## config.mk

```make
export PLATFORM = sky130hd
export DESIGN_NAME = btn_conditioner
export DESIGN_NICKNAME = d
export VERILOG_FILES = /design/src/rtl/btn_conditioner.sv
export SDC_FILE = /design/constraint.sdc
export NUM_CORES = 1
export LEC_CHECK = 0
export CAP_MARGIN = 15
export CORE_MARGIN = 10
export CORE_UTILIZATION = 30
export CTS_CLUSTER_DIAMETER = 200
export DETAILED_ROUTE_END_ITERATION = 8
export GPL_ROUTABILITY_DRIVEN = 0
export SLEW_MARGIN = 20
export SYNTH_ARGS = -nofsm -noshare
export SYNTH_HDL_FRONTEND = slang
export SYNTH_SLANG_ARGS = --single-unit
export TNS_END_PERCENT = 30
```

## constraint.sdc

```tcl
create_clock -name i_clk -period 5 [get_ports i_clk]
set_clock_uncertainty 0.05 [all_clocks]
set_input_delay 1 -clock i_clk [delete_from_list [all_inputs] [get_ports i_clk]]
set_output_delay 1 -clock i_clk [all_outputs]
set_load 0.01 [all_outputs]
```

## src/rtl/btn_conditioner.sv

```systemverilog
// Per-button synchroniser, tick-sampled debouncer and press/release/long-press pulse generator.
// Auto-repeat pulses after a long press are built only when BTN_REPEAT_EN is defined.
module btn_conditioner #(
    parameter int NBTN         = 4,
    parameter int TICK_MAX     = 1250000 - 1,
    parameter int STABLE_TICKS = 3,
    parameter int LONG_TICKS   = 100,
    parameter int REPEAT_TICKS = 20
) (
    input  logic            i_clk,
    input  logic            i_rst,
    input  logic [NBTN-1:0] i_btn,
    output logic [NBTN-1:0] o_level,
    output logic [NBTN-1:0] o_press,
    output logic [NBTN-1:0] o_release,
    output logic [NBTN-1:0] o_long_press,
    output logic [NBTN-1:0] o_repeat
);
    localparam int DW = $clog2(STABLE_TICKS + 1);
    localparam int HW = $clog2(LONG_TICKS + 1);

    typedef enum logic [1:0] {
        ST_REL,
        ST_HELD,
        ST_LONG
    } state_t;

    logic [NBTN-1:0] r_sync1;
    logic [NBTN-1:0] r_sync2;
    logic [31:0]     r_tcnt;
    logic            w_tick;

    assign w_tick = (r_tcnt == 32'(TICK_MAX));

    always_ff @(posedge i_clk) begin
        if (i_rst) begin
            r_sync1 <= '0;
            r_sync2 <= '0;
            r_tcnt  <= '0;
        end else begin
            r_sync1 <= i_btn;
            r_sync2 <= r_sync1;
            r_tcnt  <= w_tick ? '0 : r_tcnt + 32'd1;
        end
    end

    for (genvar g = 0; g < NBTN; g++) begin : g_btn
        state_t        r_state;
        logic          r_level;
        logic          r_press;
        logic          r_release;
        logic          r_long;
        logic [DW-1:0] r_dcnt;
        logic [HW-1:0] r_hcnt;
        logic          w_diff;
        logic          w_flip;

        assign w_diff = r_sync2[g] ^ r_level;
        assign w_flip = w_tick & w_diff & (r_dcnt == DW'(STABLE_TICKS - 1));

        // State always tracks r_level: RELEASED iff level is 0.
        always_ff @(posedge i_clk) begin
            if (i_rst) begin
                r_state   <= ST_REL;
                r_level   <= 1'b0;
                r_press   <= 1'b0;
                r_release <= 1'b0;
                r_long    <= 1'b0;
                r_dcnt    <= '0;
                r_hcnt    <= '0;
            end else begin
                r_press   <= w_flip & ~r_level;
                r_release <= w_flip & r_level;
                r_long    <= 1'b0;
                if (w_tick) begin
                    r_dcnt <= (w_diff && !w_flip) ? r_dcnt + 1'b1 : '0;
                end
                if (w_flip) begin
                    r_level <= ~r_level;
                end
                case (r_state)
                    ST_HELD, ST_LONG: begin
                        if (w_flip) begin
                            r_state <= ST_REL;
                            r_hcnt  <= '0;
                        end else if (w_tick && r_state == ST_HELD) begin
                            r_hcnt <= r_hcnt + 1'b1;
                            if (r_hcnt == HW'(LONG_TICKS - 1)) begin
                                r_long  <= 1'b1;
                                r_state <= ST_LONG;
                            end
                        end
                    end
                    default: begin
                        r_hcnt <= '0;
                        if (w_flip) begin
                            r_state <= ST_HELD;
                        end
                    end
                endcase
            end
        end

        assign o_level[g]      = r_level;
        assign o_press[g]      = r_press;
        assign o_release[g]    = r_release;
        assign o_long_press[g] = r_long;

`ifdef BTN_REPEAT_EN
        localparam int RW = $clog2(REPEAT_TICKS + 1);
        logic [RW-1:0] r_rcnt;
        logic          r_repeat;

        // Zero outside LONG, so the count restarts at each long press.
        always_ff @(posedge i_clk) begin
            if (i_rst) begin
                r_rcnt   <= '0;
                r_repeat <= 1'b0;
            end else begin
                r_repeat <= 1'b0;
                if (r_state != ST_LONG || w_flip) begin
                    r_rcnt <= '0;
                end else if (w_tick) begin
                    if (r_rcnt == RW'(REPEAT_TICKS - 1)) begin
                        r_rcnt   <= '0;
                        r_repeat <= 1'b1;
                    end else begin
                        r_rcnt <= r_rcnt + 1'b1;
                    end
                end
            end
        end

        assign o_repeat[g] = r_repeat;
`else
        assign o_repeat[g] = 1'b0;
`endif
    end
endmodule

```

# Yosys cells after proc, flatten, opt, wreduce, memory -nomap -nowiden
# Cells that the tools add are included.
# word_totals
ff_bits	100
input_bits	6
out_inout_bits	20
word_cells	158
# classes
n_addsub	9
eq_ne	17
muxes	28
bitwise_logic	32
n_reduce_logical	41
# ops
cell	count
2-to-1 mux 2 bit	24
adder 32 x 1 -> 32 bit (second input constant)	1
equality test 32 x 21 -> 1 bit (second input constant)	1
adder 7 x 1 -> 7 bit (second input constant)	4
equality test 7 bit (second input constant)	4
nonzero test 2 bit	12
AND 1 bit	16
equality test 2 bit (second input constant)	8
OR reduction 4 bit	4
inverter 1 bit	12
AND reduction 3 bit	4
OR reduction 3 bit	4
OR reduction 2 bit	5
adder 2 x 1 -> 2 bit (second input constant)	4
equality test 2 x 1 -> 1 bit (second input constant)	4
logical AND 1 bit	8
logical NOT 1 bit	4
2-to-1 mux 1 bit	4
bitwise XOR 1 bit	4

# Longest topological paths before layout
# Gate-level depths: netlist of the first run.
# logic_depth
ltp_word	6
depth_mapped	8
ltp_nobuf	6

# Worst setup path after synthesis of the first run
# No wires, ideal clock.
# synth_path
path_type	reg2reg
startpoint	register g_btn[2].r_state[1]
endpoint	register g_btn[2].r_state[0]
setup_time_ns	0.072
t_arrival_ns	2.255
required_ns	4.878
slack_ns	2.623
path_stages_with_launch	7
n_path_buf	0
synth_period_minus_slack_ns	2.377
cell_sequence	dfxtp_1 > inv_1 > ha_1 > or4b_2 > or4_4 > a2111oi_2 > mux2i_1
# synth_between
elab_chain_len	4
elab_cells_between_ends	8
cone_classes	eq/ne: 2; mux: 1; reduce/logical: 5
# synth_lines
element	line_no	text
start, declared	48	state_t r_state;
start signal, assigned	64	r_state <= ST_REL;
start signal, assigned	84	r_state <= ST_REL;
start signal, assigned	90	r_state <= ST_LONG;
equality test 2 x 1 -> 1 bit or equality test 2 bit (tied branches)	81, 86	
OR reduction 2 bit or logical AND 1 bit (tied branches)	81, 86	
nonzero test 2 bit (no source line)	-	
AND reduction 3 bit (no source line)	-	
# Parallel ways exist; a longest one is shown, timed or not.
# A chain may end at the register's enable or synchronous reset.

# Worst setup path in the final report of the first run
# layout_path
startpoint	register r_tcnt[0]
endpoint	register g_btn[0].r_long
# layout_between
elab_chain_len	4
elab_cells_between_ends	6
cone_classes	eq/ne: 1; bitwise: 3; reduce/logical: 2
# layout_lines
element	line_no	text
start, declared	30	logic [31:0] r_tcnt;
start signal, assigned	43	r_tcnt <= w_tick ? '0 : r_tcnt + 32'd1;
equality test 32 x 21 -> 1 bit *	33	assign w_tick = (r_tcnt == 32'(TICK_MAX));
AND 1 bit or logical AND 1 bit (tied branches)	59, 86	
AND 1 bit or inverter 1 bit (tied branches)	-	
OR reduction 4 bit (no source line) *	-	
end signal, assigned	68	r_long <= 1'b0;
end signal, assigned	74	r_long <= 1'b0;
end signal, assigned	89	r_long <= 1'b1;
end, declared	52	logic r_long;
# Mark *: on every way between the ends. The rest lies on a longest branch, timed or not.

==> flow_metrics.py, run 1 <==
metrics = {
    "routing": {
        "routedWlPerCell_um": 15.91,
        "drcViolationCount": 0,
        "wl_met2_um": 5835,
        "avgViaCountPerCell": 5.632,
        "drtAntennaViolNets": 0,
        "vias": 4534,
        "drt_first_pass_iters": 5,
        "routed_wl_um": 12810,
        "wl_met3_um": 738,
        "drtIter0Drc": 372,
        "wl_met1_um": 6031,
        "routed.top_layer": "met4",
    },
    "clock_network": {
        "cts.clk_slew.worst_paths_ps": 70,
        "post_cts_buffers": 0,
        "cts_max_level": 3,
        "cts_num_sinks": 100,
        "cts_tree": "built",
        "cts-resized-gates": 0,
        "cts_buffer_depth": 2,
        "clock-root-buffer": "clkbuf_16",
        "ctsHoldBuffers": 0,
        "clkLatencyLatePin_ps": 350,
        "cts_made_buffers": 9,
    },
    "run": {
        "maxCapViolCount": 0,
    },
    "final_layout": {
        "utilization": 0.3388,
        "syn_to_final_growth_pct": 10.31,
        "drive_gt1_frac": 0.05983,
        "num_antenna_cells": 0,
        "layout_commonest_cell": "dfxtp_1",
        "fin_area_um2": 5638,
        "mostFrequentLayoutCells": "100 x dfxtp_1, 54 x nand2_1, 37 x a21oi_1",
        "fillers": 1678,
        "nets": 600,
    },
    "global_routing": {
        "grt_pass1_vias": 4284,
        "antenna_found_initial": 0,
        "grt_pass1_wl_um": 21650,
        "grt_max_degree": 46,
        "grt_overflow": 0,
        "track_usage": 0.1152,
    },
    "synthesis": {
        "ys_seq_area_frac": 0.3917,
        "synth_edf_count": 0,
        "synth_ff_type": "dfxtp_1",
        "synth_cell_type_count": 53,
        "ys_async_sr_fraction": 0,
        "synth_area_per_cell_um2": 8.547,
        "syn_inst": 598,
        "yosys_register_bits": 100,
        "synth_area_um2": 5111,
        "ys_warn_count": 0,
    },
    "floorplan": {
        "io-pin-count": 26,
        "initial_core_util": 0.3071,
        "core-area_um2": 16640,
        "die_area_um2": 22660,
        "rows": 47,
        "die_height_um": 150.5,
        "die_x_um": 150.5,
    },
    "setup_path": {
        "cp-start-kind": "flop",
        "cp.required_ps": 5180,
        "timing.critical_path.arrival_ps": 3090,
        "cp_max_fo": 13,
        "r2r_cells": 5,
        "endpoint_kind": "flop",
        "criticalPathCategory": "flop to flop",
    },
    "sta": {
        "worst_pin_slew_ps": 1026,
        "min_period_over_period": 0.5815,
        "relSlewSlack": 0.3099,
        "slew_viol_final": 0,
        "hold_viol": 0,
        "setup_viol": 0,
        "finalCriticalPeriod_ps": 2908,
        "tns_ps": 0,
        "fmax_mhz": 343.9,
        "grt_setup_unrepaired": "false",
    },
    "power": {
        "power_leakage_nw": 1.617,
        "power_density_nw_per_um2": 263.5,
        "max-vdd-ir-drop_v": 0.0001408,
        "total_power_mw": 1.486,
    },
    "placed_design": {
        "placed_area_um2": 5354,
        "dp_hpwl_um": 8545,
        "portBuffers": 21,
    },
    "hold_path": {
        "min_delay_path_depth": 1,
        "hold_class": "flop to flop",
    },
    "run_status": {
        "status": "finished, final reports clean",
    },
}
[logic make-up after synthesis]
kind of cell | after synthesis | share of synthesized area
AOI/OAI and AO/OA | 121 | 0.1640
xor gates and xnor gates | 17 | 0.02913
adders and majority gates | 13 | 0.03182
buffers and inverters | 75 | 0.07148
DFF | 100 | 0.3917
muxes | 6 | 0.01224
other | 1 | 0.0007337
and+or+nand+nor | 265 | 0.2989
[cells in the mapped netlist (all sizes together) (2+ instances only)]
master   number  area share
o31ai        19       0.028
a21oi        37       0.036
nor4         28       0.034
inv          18       0.013
or4b          3      0.0059
mux2          2      0.0044
o41ai         9       0.015
o21ai         3      0.0029
and3          9       0.011
xor2          8       0.014
a31o          2      0.0034
nor3         13       0.013
and4b         2      0.0039
a2111oi      14       0.025
nor2         24       0.018
nor4b         2      0.0034
nand4        37       0.048
a211oi        5      0.0073
and2          9       0.011
or4          18       0.027
nand3b        7       0.010
and4          7       0.012
nor3b         6      0.0088
nand2        54       0.040
nor2b        10       0.012
clkbuf       30       0.022
a2bb2oi       6       0.010
xnor2         9       0.015
dfxtp       100        0.39
nand3        19       0.019
or2           4      0.0049
ha           13       0.032
or3          11       0.013
buf          27       0.036
o22ai        21       0.026
mux2i         4      0.0078
[sequential cells by signal, summed over array words and instances, names as in the netlist]
name             flops
g_btn.r_release      4
g_btn.r_level        4
g_btn.r_long         4
r_sync2              4
g_btn.r_state        8
r_tcnt              32
g_btn.r_hcnt        28
r_sync1              4
g_btn.r_press        4
g_btn.r_dcnt         8
[through the flow]
stage / instances / hold slack (ps) / worst slack [ps]
after detailed placement: 789 / 379.3 / 1925
after global routing: 805 / 418.4 / 1892
final: 805 / 393.1 / 2092
after floorplan: 601 / 363.8 / 2623
after CTS: 804 / 403.6 / 2066
after global placement: 789 / 388.5 / 1959
[power breakdown]
group	total, mW	switching, mW	internal [mW]
clock network	0.651	0.303	0.348
logic	0.0299	0.0190	0.0109
registers	0.805	0.00356	0.801
total	1.49	0.326	1.16
[critical path: stages (launching register included)]
cell,delay (ps)
dfxtp_1,390
ha_1,220
nand3_1,350
nor2_1,900
nand3_1,450
nor4_1,440
[cell type report]
cell class / count / area [µm²] / area share
multi-input cells: 426 / 2769 / 0.4911
clock buffers: 11 / 242.7 / 0.04305
inverters: 18 / 67.56 / 0.01198
repair buffers: 26 / 255.2 / 0.04527
clock inverters: 4 / 26.28 / 0.004660
well taps: 220 / 275.3 / 0.04882
flip-flops and latches: 100 / 2002 / 0.3551
[final timing paths]
kind,start,endpoint,slack (ps)
worst max-delay path,r_tcnt[0]$_SDFF_PP0_,g_btn[0].r_long$_SDFF_PP0_,2090
worst min-delay path,r_sync1[0]$_SDFF_PP0_,r_sync2[0]$_SDFF_PP0_,390
worst min register to register,r_sync1[0]$_SDFF_PP0_,r_sync2[0]$_SDFF_PP0_,390
worst max register to register,r_tcnt[0]$_SDFF_PP0_,g_btn[0].r_long$_SDFF_PP0_,2090
[metal layers]
metal,up-vias,GRT usage
met3,16,0.02581
li1,2231,-
met1,2149,0.1553
met5,-,0
met4,0,0.04373
met2,138,0.1748
Note: power is estimated with default switching activity, not from simulation.
==> inputs of run 2 (changes only) <==
clock period = 2.6 ns   (was 5 ns; I/O delays follow)
==> run 2 against run 1 <==
Die area did not move. Global-route usage rose by 0.17 points. Clock-buffer cell count rose by 2. Non-clock buffer count rose by 18. Maximum frequency rose by 18%. Flip-flop and latch count did not move.
==> flow_metrics.py, run 2 (synthesis gave the netlist of run 1 again) <==
metrics = {
    "clock_network": {
        "cts_max_level": 3,
        "post_cts_buffers": 0,
        "cts-resized-gates": 0,
        "cts_num_sinks": 100,
        "cts_buffer_depth": 2,
        "cts.clk_slew.worst_paths_ps": 60,
        "ctsHoldBuffers": 0,
        "cts_made_buffers": 9,
        "clkLatencyLatePin_ps": 350,
        "cts_tree": "built",
        "clock-root-buffer": "clkbuf_16",
    },
    "final_layout": {
        "mostFrequentLayoutCells": "100 x dfxtp_1, 54 x nand2_1, 37 x a21oi_1",
        "layout_commonest_cell": "dfxtp_1",
        "top_register": "r_tcnt",
        "drive_gt1_frac": 0.08458,
        "syn_to_final_growth_pct": 13.86,
        "reg_top3": "r_tcnt x32, g_btn.r_hcnt x28",
        "fin_area_um2": 5819,
        "nets": 618,
        "utilization": 0.3497,
        "num_antenna_cells": 0,
        "fin_cells": 823,
        "largest_reg_flops": 32,
    },
    "sta": {
        "hold_viol": 0,
        "worst_pin_slew_ps": 720.7,
        "relSlewSlack": 0.5178,
        "grt_setup_unrepaired": "false",
        "tns_ps": 0,
        "fmax_mhz": 407.1,
        "setup_viol": 0,
        "slew_viol_final": 0,
        "setup_slack_ps": 143.5,
        "hold-worst-slack_ps": 393.8,
        "min_period_over_period": 0.9448,
        "finalCriticalPeriod_ps": 2457,
    },
    "routing": {
        "vias": 4598,
        "avgViaCountPerCell": 5.587,
        "routedWlPerCell_um": 15.79,
        "drt_first_pass_iters": 7,
        "drcViolationCount": 0,
        "drtIter0Drc": 547,
        "drtAntennaViolNets": 0,
        "routed_wl_um": 12990,
    },
    "global_routing": {
        "antenna_found_initial": 0,
        "track_usage": 0.1169,
        "grt_overflow": 0,
        "grt_pass1_wl_um": 21870,
        "grt_max_degree": 46,
        "grt_pass1_vias": 4348,
    },
    "floorplan": {
        "die_x_um": 150.5,
        "die_height_um": 150.5,
        "initial_core_util": 0.3071,
        "core-area_um2": 16640,
        "rows": 47,
        "io-pin-count": 26,
        "die_area_um2": 22660,
    },
    "power": {
        "max-vdd-ir-drop_v": 0.0003194,
        "power_density_nw_per_um2": 506.6,
        "p_clk_frac": 0.452,
        "p_sw_mw": 0.6129,
        "total_power_mw": 2.948,
        "power_leakage_nw": 1.724,
        "p_int_mw": 2.335,
        "p_seq_frac": 0.525,
        "swShare": 0.2079,
        "pwr-share-comb": 0.022,
    },
    "setup_path": {
        "criticalPathCategory": "flop to flop",
        "endpoint_kind": "flop",
        "cp_max_fo": 4,
        "r2r_end": "g_btn[2].r_state[0]$_SDFFE_PP0P_",
        "rrSetupSlack_ps": 140,
        "critical_path.startpoint": "g_btn[2].r_state[1]$_SDFFE_PP0P_",
        "cp-start-kind": "flop",
        "timing.critical_path.arrival_ps": 2690,
        "cp.required_ps": 2830,
        "endpoint": "g_btn[2].r_state[0]$_SDFFE_PP0P_",
        "r2r_start": "g_btn[2].r_state[1]$_SDFFE_PP0P_",
        "r2r_cells": 6,
    },
    "placed_design": {
        "placed_area_um2": 5522,
        "dp_hpwl_um": 8876,
        "place_ws_ps": 109.8,
        "portBuffers": 21,
        "dpl.cell_count": 808,
    },
    "run": {
        "maxCapViolCount": 0,
    },
    "run_status": {
        "status": "finished, final reports clean",
    },
    "hold_path": {
        "hold_class": "flop to flop",
    },
}
run 2: critical path: stages, from the launching register on:
cell and delay [ps]:
dfxtp_1 310, inv_1 50, ha_1 300, or4b_2 620, or4_4 530, a2111oi_4 320
mux2i_1 210
run 2: routing by layer:
metal | vias up | GRT usage | routed length (µm)
li1 | 2257 | - | -
met1 | 2218 | 0.1541 | 6243
met2 | 109 | 0.1808 | 5866
met3 | 14 | 0.03061 | 722
met4 | 0 | 0.03936 | 163
met5 | - | 0 | 0
run 2: cell type report:
| cell class | instances | area (µm²) |
|---|---|---|
| fillers | 1688 | 10820 |
| multi-input cells | 426 | 2781 |
| flip-flops and latches | 100 | 2002 |
| repair buffers | 44 | 407.9 |
| well taps | 220 | 275.3 |
| clock buffers | 13 | 250.2 |
| inverters | 18 | 67.56 |
| clock inverters | 2 | 35.03 |
run 2: worst min path at each step:
stage | from | endpoint | slack [ps] | cells past startpoint
after global routing | r_sync1[1]$_SDFF_PP0_ | r_sync2[1]$_SDFF_PP0_ | 420 | 1
after floorplan | r_sync1[0]$_SDFF_PP0_ | r_sync2[0]$_SDFF_PP0_ | 360 | 1
after detailed placement | r_sync1[0]$_SDFF_PP0_ | r_sync2[0]$_SDFF_PP0_ | 390 | 1
after CTS | r_sync1[0]$_SDFF_PP0_ | r_sync2[0]$_SDFF_PP0_ | 400 | 1
final | r_sync1[0]$_SDFF_PP0_ | r_sync2[0]$_SDFF_PP0_ | 390 | 1
after global placement | r_sync1[0]$_SDFF_PP0_ | r_sync2[0]$_SDFF_PP0_ | 380 | 1
run 2: power groups by stage:
stage / clock network [mW] / logic, mW / registers (mW)
after detailed placement: 0 / 0.0650 / 1.58
after floorplan: 0 / 0.0406 / 1.58
final: 1.33 / 0.0662 / 1.55
after global placement: 0 / 0.0641 / 1.58
after CTS: 1.37 / 0.0659 / 1.55
after global routing: 1.42 / 0.0731 / 1.55
